### config.mk
export PLATFORM = sky130hd
export DESIGN_NAME = fe_capture_usb_gen
export DESIGN_NICKNAME = d
export VERILOG_FILES = /design/src/rtl/fe_capture_usb_gen.sv
export SDC_FILE = /design/constraint.sdc
export NUM_CORES = 1
export LEC_CHECK = 0
export BUFFER_PORTS_ARGS = -buffer_cell sky130_fd_sc_hd__buf_2
export CAP_MARGIN = 20
export CORE_ASPECT_RATIO = 0.8
export CORE_UTILIZATION = 50
export CTS_CLUSTER_DIAMETER = 30
export DETAILED_ROUTE_END_ITERATION = 16
export HOLD_SLACK_MARGIN = 0.03
export MAX_ROUTING_LAYER = met4
export PLACE_DENSITY = 0.69
export SLEW_MARGIN = 15
export SYNTH_ARGS = -nofsm -noshare
export SYNTH_HDL_FRONTEND = slang
export SYNTH_SLANG_ARGS = --single-unit
### constraint.sdc
create_clock -name fe_clk -period 4.1 [get_ports fe_clk]
set_input_delay 0.205 -clock fe_clk [delete_from_list [all_inputs] [get_ports fe_clk]]
set_output_delay 0.205 -clock fe_clk [all_outputs]
set_load 0.05 [all_outputs]
### src/rtl/fe_capture_usb_gen.sv
// USB front-end capture: aligns UTMI/ULPI data and status, packs DATA/STAT/TIME
// words for the sniff FIFO, and reports lost writes with a DROP entry on recovery.
module fe_capture_usb_gen #(
  parameter int pDATA_WIDTH            = 8,
  parameter int pSTATUS_BITS           = 5,
  parameter int pDELAY                 = 3,
  parameter int pTIMESTAMP_FULL_WIDTH  = 16,
  parameter int pTIMESTAMP_SHORT_WIDTH = 3,
  parameter int pDROP_CNT_WIDTH        = 16,
  parameter int pFIFO_WIDTH            = 2 + pTIMESTAMP_SHORT_WIDTH + pDATA_WIDTH + pSTATUS_BITS
) (
  input  logic                             fe_clk,
  input  logic                             reset_n,
  input  logic [pDATA_WIDTH-1:0]           fe_data,
  input  logic                             fe_rxvalid,
  input  logic [pSTATUS_BITS-1:0]          fe_status,
  input  logic [pSTATUS_BITS-1:0]          I_status_mask,
  input  logic [pTIMESTAMP_FULL_WIDTH-1:0] I_fifo_time,
  input  logic [1:0]                       I_fifo_command,
  input  logic                             I_fifo_wr,
  input  logic                             I_fifo_write_allowed,
  input  logic                             I_clear_overflow,
  output logic                             O_event,
  output logic [1:0]                       O_data_cmd,
  output logic [pSTATUS_BITS-1:0]          O_fifo_fe_status,
  output logic [pFIFO_WIDTH-1:0]           O_fifo_data,
  output logic                             O_fifo_wr,
  output logic                             O_overflow,
  output logic                             O_drop_state
);

  localparam logic [1:0] CMD_DATA = 2'b00;
  localparam logic [1:0] CMD_STAT = 2'b01;
  localparam logic [1:0] CMD_TIME = 2'b10;
  localparam logic [1:0] CMD_DROP = 2'b11;
  localparam int         TS       = pTIMESTAMP_SHORT_WIDTH;
  localparam int         DW       = pDATA_WIDTH;
  localparam logic [pDROP_CNT_WIDTH-1:0] CNT_ONE = pDROP_CNT_WIDTH'(1);

  if (pDELAY < 1) begin : g_bad_delay
    $error("fe_capture_usb_gen: pDELAY must be at least 1");
  end
  if (pFIFO_WIDTH < 2 + pTIMESTAMP_FULL_WIDTH) begin : g_bad_time_w
    $error("fe_capture_usb_gen: pFIFO_WIDTH too small for TIME entries");
  end
  if (pFIFO_WIDTH < 2 + pDROP_CNT_WIDTH) begin : g_bad_drop_w
    $error("fe_capture_usb_gen: pFIFO_WIDTH too small for DROP entries");
  end
  if (pFIFO_WIDTH < 2 + TS + DW + pSTATUS_BITS) begin : g_bad_data_w
    $error("fe_capture_usb_gen: pFIFO_WIDTH too small for DATA/STAT entries");
  end
  if (TS > pTIMESTAMP_FULL_WIDTH) begin : g_bad_short_w
    $error("fe_capture_usb_gen: short timestamp wider than full timestamp");
  end

  typedef enum logic {ST_NORMAL = 1'b0, ST_DROPPING = 1'b1} state_t;

  function automatic logic [pDROP_CNT_WIDTH-1:0] sat_inc(input logic [pDROP_CNT_WIDTH-1:0] v);
    return (&v) ? v : v + CNT_ONE;
  endfunction

  logic [DW-1:0]           r_data_pipe   [pDELAY];
  logic [pSTATUS_BITS-1:0] r_status_pipe [pDELAY];
  logic [pDELAY-1:0]       r_rxvalid_pipe;

  logic [DW-1:0]           w_data_d;
  logic [pSTATUS_BITS-1:0] w_status_d;
  logic                    w_rxvalid_d;

  state_t                     r_state, w_state_nxt;
  logic [pDROP_CNT_WIDTH-1:0] r_drop_cnt;
  logic [pDROP_CNT_WIDTH-1:0] w_drop_report;
  logic                       w_pass_wr, w_drop_start, w_drop_count, w_drop_emit, w_lost;
  logic [1:0]                 w_cmd;
  logic [pFIFO_WIDTH-1:0]     w_word;
  logic [pFIFO_WIDTH-1:0]     r_fifo_data;
  logic                       r_fifo_wr, r_overflow;

  // Alignment pipelines; data stage 0 holds the last valid byte.
  always_ff @(posedge fe_clk or negedge reset_n) begin
    if (!reset_n) begin
      for (int i = 0; i < pDELAY; i++) begin
        r_data_pipe[i]   <= '0;
        r_status_pipe[i] <= '0;
      end
      r_rxvalid_pipe <= '0;
    end else begin
      if (fe_rxvalid) r_data_pipe[0] <= fe_data;
      r_status_pipe[0]  <= fe_status;
      r_rxvalid_pipe[0] <= fe_rxvalid;
      for (int i = 1; i < pDELAY; i++) begin
        r_data_pipe[i]    <= r_data_pipe[i-1];
        r_status_pipe[i]  <= r_status_pipe[i-1];
        r_rxvalid_pipe[i] <= r_rxvalid_pipe[i-1];
      end
    end
  end

  assign w_data_d    = r_data_pipe[pDELAY-1];
  assign w_status_d  = r_status_pipe[pDELAY-1];
  assign w_rxvalid_d = r_rxvalid_pipe[pDELAY-1];

  assign O_event          = fe_rxvalid | (|((fe_status ^ r_status_pipe[0]) & I_status_mask));
  assign O_data_cmd       = w_rxvalid_d ? CMD_DATA : CMD_STAT;
  assign O_fifo_fe_status = w_status_d;

  always_ff @(posedge fe_clk or negedge reset_n) begin
    if (!reset_n) r_state <= ST_NORMAL;
    else          r_state <= w_state_nxt;
  end

  always_comb begin
    w_state_nxt = r_state;
    case (r_state)
      ST_NORMAL:   if (I_fifo_wr && !I_fifo_write_allowed) w_state_nxt = ST_DROPPING;
      ST_DROPPING: if (I_fifo_write_allowed) w_state_nxt = ST_NORMAL;
      default:     w_state_nxt = ST_NORMAL;
    endcase
  end

  always_comb begin
    w_pass_wr    = 1'b0;
    w_drop_start = 1'b0;
    w_drop_count = 1'b0;
    w_drop_emit  = 1'b0;
    case (r_state)
      ST_NORMAL: begin
        w_pass_wr    = I_fifo_wr & I_fifo_write_allowed;
        w_drop_start = I_fifo_wr & ~I_fifo_write_allowed;
      end
      ST_DROPPING: begin
        w_drop_emit  = I_fifo_write_allowed;
        w_drop_count = I_fifo_wr & ~I_fifo_write_allowed;
      end
      default: ;
    endcase
  end

  // A write arriving on the recovery cycle is lost but still counted in the report.
  assign w_drop_report = I_fifo_wr ? sat_inc(r_drop_cnt) : r_drop_cnt;
  assign w_lost        = w_drop_start | w_drop_count | (w_drop_emit & I_fifo_wr);

  always_comb begin
    w_cmd       = w_drop_emit ? CMD_DROP : I_fifo_command;
    w_word      = '0;
    w_word[1:0] = w_cmd;
    case (w_cmd)
      CMD_DATA: begin
        w_word[2 +: TS]                     = I_fifo_time[TS-1:0];
        w_word[2 + TS +: DW]                = w_data_d;
        w_word[2 + TS + DW +: pSTATUS_BITS] = w_status_d;
      end
      CMD_STAT: begin
        w_word[2 +: TS]                     = I_fifo_time[TS-1:0];
        w_word[2 + TS + DW +: pSTATUS_BITS] = w_status_d;
      end
      CMD_TIME: w_word[2 +: pTIMESTAMP_FULL_WIDTH] = I_fifo_time;
      default:  w_word[2 +: pDROP_CNT_WIDTH] = w_drop_emit ? w_drop_report : '0;
    endcase
  end

  always_ff @(posedge fe_clk or negedge reset_n) begin
    if (!reset_n) begin
      r_drop_cnt <= '0;
    end else if (w_drop_start) begin
      r_drop_cnt <= CNT_ONE;
    end else if (w_drop_count) begin
      r_drop_cnt <= sat_inc(r_drop_cnt);
    end else if (w_drop_emit) begin
      r_drop_cnt <= '0;
    end
  end

  // Write port: one cycle latency from request to strobe.
  always_ff @(posedge fe_clk or negedge reset_n) begin
    if (!reset_n) begin
      r_fifo_wr   <= 1'b0;
      r_fifo_data <= '0;
      r_overflow  <= 1'b0;
    end else begin
      r_fifo_wr <= w_pass_wr | w_drop_emit;
      if (w_pass_wr || w_drop_emit) r_fifo_data <= w_word;
      if (w_lost)                r_overflow <= 1'b1;
      else if (I_clear_overflow) r_overflow <= 1'b0;
    end
  end

  assign O_fifo_data  = r_fifo_data;
  assign O_fifo_wr    = r_fifo_wr;
  assign O_overflow   = r_overflow;
  assign O_drop_state = (r_state == ST_DROPPING);

endmodule

==> results by group <==
Timing
  • Setup violators final: 0
  • Shortest clock period the worst path allows after layout: 2.51 ns
  • Least setup slack across all paths after layout: 1.59 ns
  • Final Cycle Share: 61.1%
  • Final slew viol count: 0
  • Worst Hold Margin: 0.0734 ns
  • Relative slew slack: 25.1%
  • Max frequency: 0.399 GHz
  • Worst Clk Skew: 0.00533 ns
  • Count of endpoints failing hold in the final timing report: 0
  • Accumulated negative setup slack: 0 ns
  • Transition time at the pin with the least slew margin: around 1.1 ns
  • RSZ-0062 raised after global routing: no

Yosys
  • Most used DFF post-synth: sky130_fd_sc_hd__dfrtp_1
  • Register area share after synthesis: a little over half
  • Net count after synthesis: 396
  • Dominant combinational cell family by area after synthesis: compound AO/OA/AOI/OAI gates
  • Leading post-synthesis cells by cell area: sky130_fd_sc_hd__dfrtp_1, sky130_fd_sc_hd__o21ai_0, sky130_fd_sc_hd__mux2_2
  • Unique cell type count in the Yosys netlist: 63
  • Most used standard cells in the synthesized netlist: sky130_fd_sc_hd__dfrtp_1, sky130_fd_sc_hd__o21ai_0, sky130_fd_sc_hd__nor2_1
  • Share of async-settable or async-resettable flops after synthesis: 100%
  • Post-synth EDFFs: 0
  • Fraction of post-synthesis cell area in the top cell type by area: 52.3%
  • Synthesis Warnings: 0
  • Multiplexer share of the synthesized area: 5.33%
  • Synth Cell Area: 0.00378 mm2
  • Number of register bits inferred by synthesis: 79
  • Average instance area after synthesis: 10.7 um2
  • Post-synthesis adder-cell area fraction: less than 1%
  • Post-synthesis instance total: approximately 350
  • Post-synthesis xor/xnor area fraction: under 10%
  • Area leader, netlist: sky130_fd_sc_hd__dfrtp_1
  • Most common cell in the netlist: sky130_fd_sc_hd__dfrtp_1
  • Area fraction in compound gates after synthesis: 20.1%
  • Simple-gate area share of the yosys netlist: 14.7%

Pwr
  • PD cells: 421 mW/mm2
  • P_leak: 1.93 nW
  • IR Drop Worst-Case VDD: 0.231 mV

Routing
  • Detailed-router iteration count before antenna repair: 5
  • DR WL/cell: 18.5 um
  • Total length of routed met2 wires: between 4 and 5 mm
  • Amount of wire on met3 after detailed routing: 576 um
  • Starting DRT DRC Count: 261
  • Vias per std cell: 6.24
  • Sum of routed wire segments on met1: 4.21 mm
  • Max Used Layer: met4
  • Vias post-DR: 3,126
  • DRC: 0
  • Post-detailed-routing wire length: 9.25 mm
  • Count of antenna-violating nets left after detailed routing: 0

Die
  • # IOs: 71
  • Height of the chip: 79.8 um
  • Die Wd: 99.2 um
  • Initial core utilization: 53.3%
  • Floorplan core area: 0.00709 mm2
  • Rows: 27
  • Area enclosed by the die boundary: 0.00791 mm2

Worst setup path
  • Reg-to-reg setup timing slack: approximately 1.6 ns
  • Element type at the critical path end: flip-flop
  • Length in cells of the worst reg-to-reg path: 4
  • Destination of the worst register-to-register timing path: r_drop_cnt[5]$_DFFE_PN0P_
  • Launch instance of the worst register-to-register path: r_drop_cnt[4]$_DFFE_PN0P_
  • Startpoint of the most critical setup path: r_drop_cnt[4]$_DFFE_PN0P_
  • CP Launch Type: flip-flop
  • Required time reported for the critical path endpoint: 4.37 ns
  • Arrival time at the worst endpoint: 2.78 ns
  • Worst setup path category: flip-flop to flip-flop
  • Worst-path fanout max: 21

Worst hold path
  • Worst Hold Path Cells: 2
  • Hold-critical path endpoint: r_data_pipe[23]$_DFFE_PN0P_
  • Hold Crit Start: fe_data[7]
  • Class of the tightest hold or removal check: input port to flip-flop

Placement
  • IO Port Bufs: just under 70
  • Number of placed instances, taps included: 477
  • Post-Place Cell Area: 0.00407 mm2
  • Routability Congestion: about 0.85
  • DP Worst Slack: 1.70 ns
  • Half-perimeter wire length after placement: 6.36 mm

Global route
  • Global-route wire length before repair: 15.4 mm
  • Pin count of the biggest net entering global routing: 80
  • Vias in the first global route: 3,017
  • Total grt overflow: 0
  • Aggregate global-route resource usage: 26.3%
  • Antenna violations before repair: 0

Clock network
  • Clock root buffer: sky130_fd_sc_hd__clkbuf_8
  • Buffers inserted during post-CTS setup optimization: 0
  • Clock sink count: 79
  • Maximum count of clock buffers along a single path: 2
  • Clock transition at path regs: ~0.08 ns
  • Htree depth: 3
  • Clock latency of the later-clocked register in the worst-skew pair: 0.35 ns
  • CTS tree: yes
  • Clock buffer count from CTS: 9

Final layout
  • Nets: 452
  • Number of cells in the finished layout apart from fillers: about 500
  • Ratio of cells with drive above 1 in the final layout: 25.6%
  • N_diodes: 0
  • Layout overhead on the synthesized area: 16.0%
  • Post-route standard cell area excluding fillers: 0.00438 mm2

Status
  • Result of the run: finished, final reports clean

Flow run
  • Maximum capacitance violations: 0
-- area by class of cell --
type,count,area (um2)
well taps,87,109
fillers,609,2710
inverters,8,30.0
multi-input cells,233,1600
clock inverters,6,92.6
repair buffers,78,445
clock buffers,10,128
flip-flops and latches,79,1980
-- sequential cells by signal, summed over array words and instances, names as in the netlist --
signal,flops
r_drop_cnt,16
r_status_pipe,10
O_fifo_data,18
O_fifo_wr,1
O_overflow,1
r_rxvalid_pipe,3
r_data_pipe,16
w_data_d,8
O_drop_state,1
O_fifo_fe_status,5
-- worst max path at each step --
stage,end,slack [ns],depth (start not counted)
after floorplan,r_drop_cnt[10]$_DFFE_PN0P_,2.23,5
after global placement,r_drop_cnt[0]$_DFFE_PN0P_,1.79,4
after detailed placement,r_drop_cnt[9]$_DFFE_PN0P_,1.70,4
after CTS,r_drop_cnt[9]$_DFFE_PN0P_,1.71,4
after global routing,r_drop_cnt[9]$_DFFE_PN0P_,1.40,4
final,r_drop_cnt[5]$_DFFE_PN0P_,1.59,4
-- worst max-delay path: stages, from the launching register on --
cell	delay, ns
sky130_fd_sc_hd__dfrtp_1	0.58
sky130_fd_sc_hd__nand4_4	0.32
sky130_fd_sc_hd__nor4_4	1.05
sky130_fd_sc_hd__o21ai_0	0.25
sky130_fd_sc_hd__a31oi_1	0.22
-- what timing repair did --
action / CTS / global route
hold buffers: 6 / 1
resized for setup: 0 / 0
endpoints found under the hold margin: 6 / 35
-- cells by family (layout without fill, tap and decap cells) --
family          after synthesis  in the layout
compound gates              111            111
xor+xnor                      7              7
fa+ha+maj                     1              1
buf+inv                      41            102
flops                        79             79
mux                          19             19
other cells                   1              1
simple gates                 94             94
-- layout by cell type, fill, tap and decap left out, types with 5 or more instances in the layout --
cell and n:
sky130_fd_sc_hd__a31oi_1 15, sky130_fd_sc_hd__dlygate4sd3_1 7, sky130_fd_sc_hd__mux2i_1 10, sky130_fd_sc_hd__clkbuf_8 9, sky130_fd_sc_hd__buf_2 68, sky130_fd_sc_hd__xor2_1 6
sky130_fd_sc_hd__inv_1 8, sky130_fd_sc_hd__and3_1 6, sky130_fd_sc_hd__nand2_1 12, sky130_fd_sc_hd__o21ai_0 24, sky130_fd_sc_hd__nor2_1 18, sky130_fd_sc_hd__nand4_1 9
sky130_fd_sc_hd__dfrtp_1 79, sky130_fd_sc_hd__nor4_1 6, sky130_fd_sc_hd__nand3_1 16, sky130_fd_sc_hd__o211ai_1 7, sky130_fd_sc_hd__a21oi_1 13, sky130_fd_sc_hd__mux2_2 9
sky130_fd_sc_hd__nor3_1 5, sky130_fd_sc_hd__a22oi_1 9
-- layer usage --
metal / track usage, % / up-vias
li1: - / 1450
met1: 35.2 / 1528
met2: 40.1 / 136
met3: 4.99 / 12
met4: 10.0 / 0
met5: - / -
-- power breakdown --
part / internal (W) / leakage, nW / switching, W
logic: 0.0000988 / 0.856 / 0.000226
clock network: 0.000347 / 0.104 / 0.000293
registers: 0.000843 / 0.971 / 0.0000382
-- through the flow --
stage	utilization, %	total power [W]
after global placement	57.4	0.00121
after floorplan	-	0.00111
after CTS	61.4	0.00186
final	61.8	0.00185
after global routing	61.8	0.00192
after detailed placement	57.4	0.00121
(Power assumes the default switching activity.)
